**config.mk**
```make
export PLATFORM = sky130hd
export DESIGN_NAME = gmii_tx_arbiter_flat
export DESIGN_NICKNAME = d
export VERILOG_FILES = /design/src/rtl/gmii_tx_arbiter_if.sv /design/src/rtl/gmii_tx_arbiter.sv /design/src/flat_wrapper.sv
export SDC_FILE = /design/constraint.sdc
export NUM_CORES = 1
export LEC_CHECK = 0
export BUFFER_PORTS_ARGS = -buffer_cell sky130_fd_sc_hd__buf_2
export CAP_MARGIN = 40
export CORE_ASPECT_RATIO = 1.25
export CORE_UTILIZATION = 40
export CTS_CLUSTER_DIAMETER = 50
export CTS_CLUSTER_SIZE = 10
export DETAILED_ROUTE_END_ITERATION = 12
export PLACE_DENSITY = 0.81
export SETUP_SLACK_MARGIN = 0.1
export SKIP_LAST_GASP = 1
export SLEW_MARGIN = 10
export SYNTH_ARGS = -nofsm -noshare
export SYNTH_HDL_FRONTEND = slang
export SYNTH_SLANG_ARGS = --single-unit
```
**constraint.sdc**
```tcl
create_clock -name clk -period 2.1 [get_ports clk]
set_input_delay 0.21 -clock clk [delete_from_list [all_inputs] [get_ports clk]]
set_output_delay 0.21 -clock clk [all_outputs]
set_load 0.02 [all_outputs]
```
**src/rtl/gmii_tx_arbiter_if.sv**
```systemverilog
`default_nettype none
// +----------------------------------------------------------------------------+
// | gmii_tx_arbiter_if                                                         |
// | Shared FIFO read port and word-count handshake toward the GMII TX block.  |
// | Revision: 1.0                                                              |
// +----------------------------------------------------------------------------+
interface gmii_tx_arbiter_if;
    logic [7:0]  tx_fifo_data;
    logic        tx_fifo_empty;
    logic        tx_fifo_rd;
    logic [10:0] word_count;
    logic        word_count_ready;
    logic        word_count_ack;
    logic        gmii_tx_en;

    modport master (
        output tx_fifo_data,
        output tx_fifo_empty,
        input  tx_fifo_rd,
        output word_count,
        output word_count_ready,
        input  word_count_ack,
        input  gmii_tx_en
    );

    modport slave (
        input  tx_fifo_data,
        input  tx_fifo_empty,
        output tx_fifo_rd,
        input  word_count,
        input  word_count_ready,
        output word_count_ack,
        output gmii_tx_en
    );
endinterface
`default_nettype wire

```
**src/rtl/gmii_tx_arbiter.sv**
```systemverilog
`default_nettype none
// +----------------------------------------------------------------------------+
// | gmii_tx_arbiter                                                            |
// | Round-robin scheduler of two frame sources onto one GMII transmit block.  |
// | Revision: 1.0                                                              |
// +----------------------------------------------------------------------------+
module gmii_tx_arbiter #(
    parameter int IFG_CYCLES    = 12,
    parameter int START_TIMEOUT = 64
) (
    input  logic                  clk,
    input  logic                  rst,
    input  logic                  req0_valid,
    input  logic [10:0]           req0_len,
    output logic                  req0_grant,
    input  logic                  req1_valid,
    input  logic [10:0]           req1_len,
    output logic                  req1_grant,
    input  logic [7:0]            fifo0_data,
    input  logic                  fifo0_empty,
    output logic                  fifo0_rd,
    input  logic [7:0]            fifo1_data,
    input  logic                  fifo1_empty,
    output logic                  fifo1_rd,
    gmii_tx_arbiter_if.master     tx,
    output logic                  active_src,
    output logic                  busy,
    output logic                  timeout_err
);

    localparam int c_IFG_W = $clog2(IFG_CYCLES + 1);
    localparam int c_TO_W  = $clog2(START_TIMEOUT + 1);
    localparam logic [c_IFG_W-1:0] c_IFG_LOAD = c_IFG_W'(IFG_CYCLES - 1);
    localparam logic [c_TO_W-1:0]  c_TO_LAST  = c_TO_W'(START_TIMEOUT - 1);

    localparam logic [2:0] c_IDLE       = 3'd0;
    localparam logic [2:0] c_OFFER      = 3'd1;
    localparam logic [2:0] c_RELEASE    = 3'd2;
    localparam logic [2:0] c_WAIT_START = 3'd3;
    localparam logic [2:0] c_WAIT_END   = 3'd4;
    localparam logic [2:0] c_IFG        = 3'd5;

    logic [2:0]         r_state;
    logic [10:0]        r_word_count;
    logic               r_ready;
    logic               r_grant0;
    logic               r_grant1;
    logic               r_timeout;
    logic               r_active;
    logic               r_last;
    logic [c_IFG_W-1:0] r_ifg_cnt;
    logic [c_TO_W-1:0]  r_to_cnt;

    logic w_any_req;
    logic w_win_src;
    logic w_path_on;

    // Under contention the source that did not win last time takes the grant.
    assign w_any_req = req0_valid | req1_valid;
    assign w_win_src = (req0_valid & req1_valid) ? ~r_last : req1_valid;

    always_ff @(posedge clk) begin
        if (rst) begin
            r_state      <= c_IDLE;
            r_word_count <= '0;
            r_ready      <= 1'b0;
            r_grant0     <= 1'b0;
            r_grant1     <= 1'b0;
            r_timeout    <= 1'b0;
            r_active     <= 1'b0;
            r_last       <= 1'b1;
            r_ifg_cnt    <= '0;
            r_to_cnt     <= '0;
        end else begin
            r_grant0  <= 1'b0;
            r_grant1  <= 1'b0;
            r_timeout <= 1'b0;
            case (r_state)
                c_IDLE: begin
                    if (w_any_req) begin
                        r_grant0     <= ~w_win_src;
                        r_grant1     <= w_win_src;
                        r_active     <= w_win_src;
                        r_last       <= w_win_src;
                        r_word_count <= w_win_src ? req1_len : req0_len;
                        r_ready      <= 1'b1;
                        r_state      <= c_OFFER;
                    end
                end
                c_OFFER: begin
                    if (tx.word_count_ack) begin
                        r_ready <= 1'b0;
                        r_state <= c_RELEASE;
                    end
                end
                c_RELEASE: begin
                    if (!tx.word_count_ack) begin
                        r_to_cnt <= '0;
                        r_state  <= c_WAIT_START;
                    end
                end
                c_WAIT_START: begin
                    if (tx.gmii_tx_en) begin
                        r_state <= c_WAIT_END;
                    end else if (r_to_cnt == c_TO_LAST) begin
                        r_timeout <= 1'b1;
                        r_state   <= c_IFG;
                    end else begin
                        r_to_cnt <= r_to_cnt + c_TO_W'(1);
                    end
                end
                c_WAIT_END: begin
                    if (!tx.gmii_tx_en) begin
                        r_ifg_cnt <= c_IFG_LOAD;
                        r_state   <= c_IFG;
                    end
                end
                c_IFG: begin
                    if (r_ifg_cnt == '0) begin
                        r_state <= c_IDLE;
                    end else begin
                        r_ifg_cnt <= r_ifg_cnt - c_IFG_W'(1);
                    end
                end
                default: r_state <= c_IDLE;
            endcase
        end
    end

    // The read path is gated off in IDLE so no source FIFO can be drained unowned.
    assign w_path_on        = (r_state != c_IDLE);
    assign tx.tx_fifo_data  = r_active ? fifo1_data : fifo0_data;
    assign tx.tx_fifo_empty = w_path_on ? (r_active ? fifo1_empty : fifo0_empty) : 1'b1;
    assign fifo0_rd         = w_path_on & ~r_active & tx.tx_fifo_rd;
    assign fifo1_rd         = w_path_on & r_active & tx.tx_fifo_rd;

    assign tx.word_count       = r_word_count;
    assign tx.word_count_ready = r_ready;
    assign req0_grant          = r_grant0;
    assign req1_grant          = r_grant1;
    assign active_src          = r_active;
    assign busy                = w_path_on;
    assign timeout_err         = r_timeout;

endmodule
`default_nettype wire

```
**src/flat_wrapper.sv**
```systemverilog
// flat-port wrapper written by rule: the top's interface ports become plain ports
module gmii_tx_arbiter_flat 
#(
    parameter int IFG_CYCLES    = 12,
    parameter int START_TIMEOUT = 64
)
  (clk, rst, req0_valid, req0_len, req0_grant, req1_valid, req1_len, req1_grant, fifo0_data, fifo0_empty, fifo0_rd, fifo1_data, fifo1_empty, fifo1_rd, active_src, busy, timeout_err, tx_tx_fifo_data, tx_tx_fifo_empty, tx_tx_fifo_rd, tx_word_count, tx_word_count_ready, tx_word_count_ack, tx_gmii_tx_en);
  gmii_tx_arbiter_if tx_i ();
  input  logic clk;
  input  logic rst;
  input  logic req0_valid;
  input  logic [10:0] req0_len;
  output logic req0_grant;
  input  logic req1_valid;
  input  logic [10:0] req1_len;
  output logic req1_grant;
  input  logic [7:0] fifo0_data;
  input  logic fifo0_empty;
  output logic fifo0_rd;
  input  logic [7:0] fifo1_data;
  input  logic fifo1_empty;
  output logic fifo1_rd;
  output logic active_src;
  output logic busy;
  output logic timeout_err;
  output wire logic [$bits(tx_i.tx_fifo_data)-1:0] tx_tx_fifo_data;
  output wire logic [$bits(tx_i.tx_fifo_empty)-1:0] tx_tx_fifo_empty;
  input wire logic [$bits(tx_i.tx_fifo_rd)-1:0] tx_tx_fifo_rd;
  output wire logic [$bits(tx_i.word_count)-1:0] tx_word_count;
  output wire logic [$bits(tx_i.word_count_ready)-1:0] tx_word_count_ready;
  input wire logic [$bits(tx_i.word_count_ack)-1:0] tx_word_count_ack;
  input wire logic [$bits(tx_i.gmii_tx_en)-1:0] tx_gmii_tx_en;
  assign tx_tx_fifo_data = tx_i.tx_fifo_data;
  assign tx_tx_fifo_empty = tx_i.tx_fifo_empty;
  assign tx_i.tx_fifo_rd = tx_tx_fifo_rd;
  assign tx_word_count = tx_i.word_count;
  assign tx_word_count_ready = tx_i.word_count_ready;
  assign tx_i.word_count_ack = tx_word_count_ack;
  assign tx_i.gmii_tx_en = tx_gmii_tx_en;
  gmii_tx_arbiter #(.IFG_CYCLES(IFG_CYCLES), .START_TIMEOUT(START_TIMEOUT)) u_core (.clk(clk), .rst(rst), .req0_valid(req0_valid), .req0_len(req0_len), .req0_grant(req0_grant), .req1_valid(req1_valid), .req1_len(req1_len), .req1_grant(req1_grant), .fifo0_data(fifo0_data), .fifo0_empty(fifo0_empty), .fifo0_rd(fifo0_rd), .fifo1_data(fifo1_data), .fifo1_empty(fifo1_empty), .fifo1_rd(fifo1_rd), .tx(tx_i), .active_src(active_src), .busy(busy), .timeout_err(timeout_err));
endmodule
```
==> flow_summary.yaml <==
status:
  status: "finished clean"
setup_path:
  crit_path_max_fanout: 14
  crit_type: "flip-flop to flip-flop"
  worstRegToRegCells: 4
  endpoint: "u_core.r_to_cnt[5]"
  startpoint: "u_core.r_state[1]"
  path_cells: "and3b_1, nand2b_1, or4_1, o21ai_0"
  rr_startpoint: "u_core.r_state[1]"
  worstSetupEndpointType: "flip-flop"
  cp_top_family: "simple AND/OR/NAND/NOR gates"
  cp.arrival_ps: 1920
  r2r_slack_ps: 400
  start_kind: "flip-flop"
  required_ps: 2320
  slowest_delay_ps: 580
  crit_buf_inv: 0
  reg2reg_to: "u_core.r_to_cnt[5]"
  cp.depth: 4
  critPathSlowestCell: "dfxtp_1"
hold_path:
  hp-class: "input port to flip-flop"
sta:
  fin_crit_ps: 1700
  finClkSkew_ps: 4.64
  grt_setup_unrepaired: "no"
  hold_violations: 0
  finalSetupTns_ps: 0
  fin_crit_sh: 0.811
  fmaxAchievable_mhz: 587
  hold_ws_ps: 250
  relSlewSlack: 0.609
  timing.final.max_slew_violations: 0
  tightest_slew_ps: 586
  finalSetupViolations: 0
clocking:
  clk_pin_slew_ps: 70
  cts_tree: "done"
  cts_setup_buffers: 0
  cts_buffer_depth: 2
  cts.repair.resized: 0
  cts_sinks: 31
  ctsHoldBuffers: 0
  cts_inserted_buffers: 5
  clk_latency_ps: 280
  htreeDepth: 2
  cts_root_buf: "clkbuf_8"
floorplan:
  ios: 75
  start_util: 0.417
  die_w_um: 60.2
  die_h_um: 74.8
  coreArea_um2: 4070
  rows: 26
  die-area_um2: 4500
synth:
  avgSynthCellArea_um2: 9.42
  synth_top_area_frac: 0.366
  ys.flop_type: "dfxtp_1"
  ys_warn_count: 0
  yosysSeqAreaShare: 0.366
  yosysTopAreaCell: "dfxtp_1"
  synth_seq_cells: 31
  yosysUniqueCellTypes: 44
  synthArstFlopShare: 0
  synth-edff-count: 0
  synthTopCellsByArea: "dfxtp_1 37%, mux2i_1 8.3%, a211oi_2 5.9%"
  syn_nets: 229
  syn_area_um2: 1700
  synth_cells: 180
route:
  drt-wirelength-per-cell_um: 11.4
  drt_iter0_drc: 32
  vias: 1555
  dr.pass1.iters: 4
  vias_per_cell: 5.05
  routed_wl_mm: 3.50
  drc: 0
  ant_nets: 0
layout:
  final_cell_mix: "74 x buf_2, 31 x dfxtp_1, 20 x nor2_1, 14 x mux2i_1, 9 x a21oi_1"
  finalNonFillerCells: 308
  final_nets: 300
  final_common_cell: "buf_2"
  drive_above_1_share: 0.440
  antennaDiodeCount: 0
  syn2layout_area_growth_pct: 26.6
global_route:
  grt_overflow: 0
  grt_pass1_vias: 1354
  antenna_found_initial: 0
  grt_use_total: 0.161
  grt_first_pass_wirelength_mm: 5.54
  grt_max_degree: 29
placed_design:
  hpwlAfterDp_mm: 2.60
  dp.cells: 300
  place.gp.congestion: 0.737
  portBuffers: 74
pwr:
  finalPower_mw: 1.56
  ir_drop_uv: 603
  p_per_area_nw_per_um2: 727
  p_leak_nw: 0.915
job:
  cap_violations: 0
power breakdown:
| part | switching, mW | internal (mW) | leakage, nW |
|---|---|---|---|
| clock | 0.226 | 0.226 | 0.0477 |
| sequential | 0.0464 | 0.638 | 0.254 |
| combinational | 0.245 | 0.178 | 0.613 |
| total | 0.518 | 1.04 | 0.915 |
cells in the mapped netlist, types with 3 or more instances:
master,number
buf_4,5
and3_1,4
nor3_1,6
a211oi_1,8
dfxtp_1,31
nand2b_1,3
nand2_1,7
nand3_1,4
a311oi_1,3
mux2_2,8
nand3b_1,4
a211oi_2,8
nor2_1,20
o21ai_0,7
a21oi_1,9
inv_1,5
mux2i_1,14
per-stage QoR:
stage / setup WS, ps / util / instance area, um2
4_1_cts: 375 / 0.528 / 2150
2_1_floorplan: 642 / - / 1700
6_report: 398 / 0.528 / 2150
5_1_grt: 212 / 0.528 / 2150
3_3_place_gp: 435 / 0.507 / 2060
3_5_place_dp: 394 / 0.507 / 2060
per-layer routing:
layer | wire length (um) | global-route usage | vias up
met5 | 0 | 0 | -
met4 | 34 | 0.0594 | 0
met3 | 181 | 0.0498 | 3
met2 | 1760 | 0.266 | 47
met1 | 1520 | 0.194 | 698
li1 | - | - | 807
layout make-up:
class | instances | area, um2
clock buffers | 5 | 68.8
clock inverters | 3 | 15.0
fillers | 387 | 1920
inverters | 6 | 22.5
multi-input cells | 132 | 972
flip-flops and latches | 31 | 621
well taps | 56 | 70.1
repair buffers | 75 | 378
registers in the layout, summed over array words and instances, names as in the netlist:
register / flops
u_core.req0_grant: 1
u_core.r_to_cnt: 7
u_core.r_ifg_cnt: 4
u_core.active_src: 1
u_core.r_state: 3
u_core.tx.word_count: 11
u_core.timeout_err: 1
u_core.tx.word_count_ready: 1
u_core.r_last: 1
u_core.req1_grant: 1
kinds of logic (layout without fill, tap and decap cells):
| family | Yosys count | after routing | share of synthesized area |
|---|---|---|---|
| simple gates | 62 | 62 | 0.204 |
| compound gates | 46 | 46 | 0.218 |
| mux | 22 | 22 | 0.136 |
| flops | 31 | 31 | 0.366 |
| buf+inv | 17 | 89 | 0.0605 |
| fa+ha+maj | 2 | 2 | 0.0148 |
worst min-delay path: stages:
cell      delay (ps)
buf_2             90
mux2i_1          110
a211oi_1          80
worst min-delay path by stage:
stage	startpoint	to	slack (ps)	cells after the start
after CTS	req0_len[9]	u_core.tx.word_count[9]	250	3
final	req0_len[9]	u_core.tx.word_count[9]	250	3
after global routing	req0_len[0]	u_core.tx.word_count[0]	270	3
after global placement	u_core.r_to_cnt[1]	u_core.r_to_cnt[1]	460	2
after floorplan	tx_gmii_tx_en	u_core.timeout_err	390	2
after detailed placement	u_core.r_to_cnt[6]	u_core.r_to_cnt[6]	470	2
(Power assumes the default switching activity.)
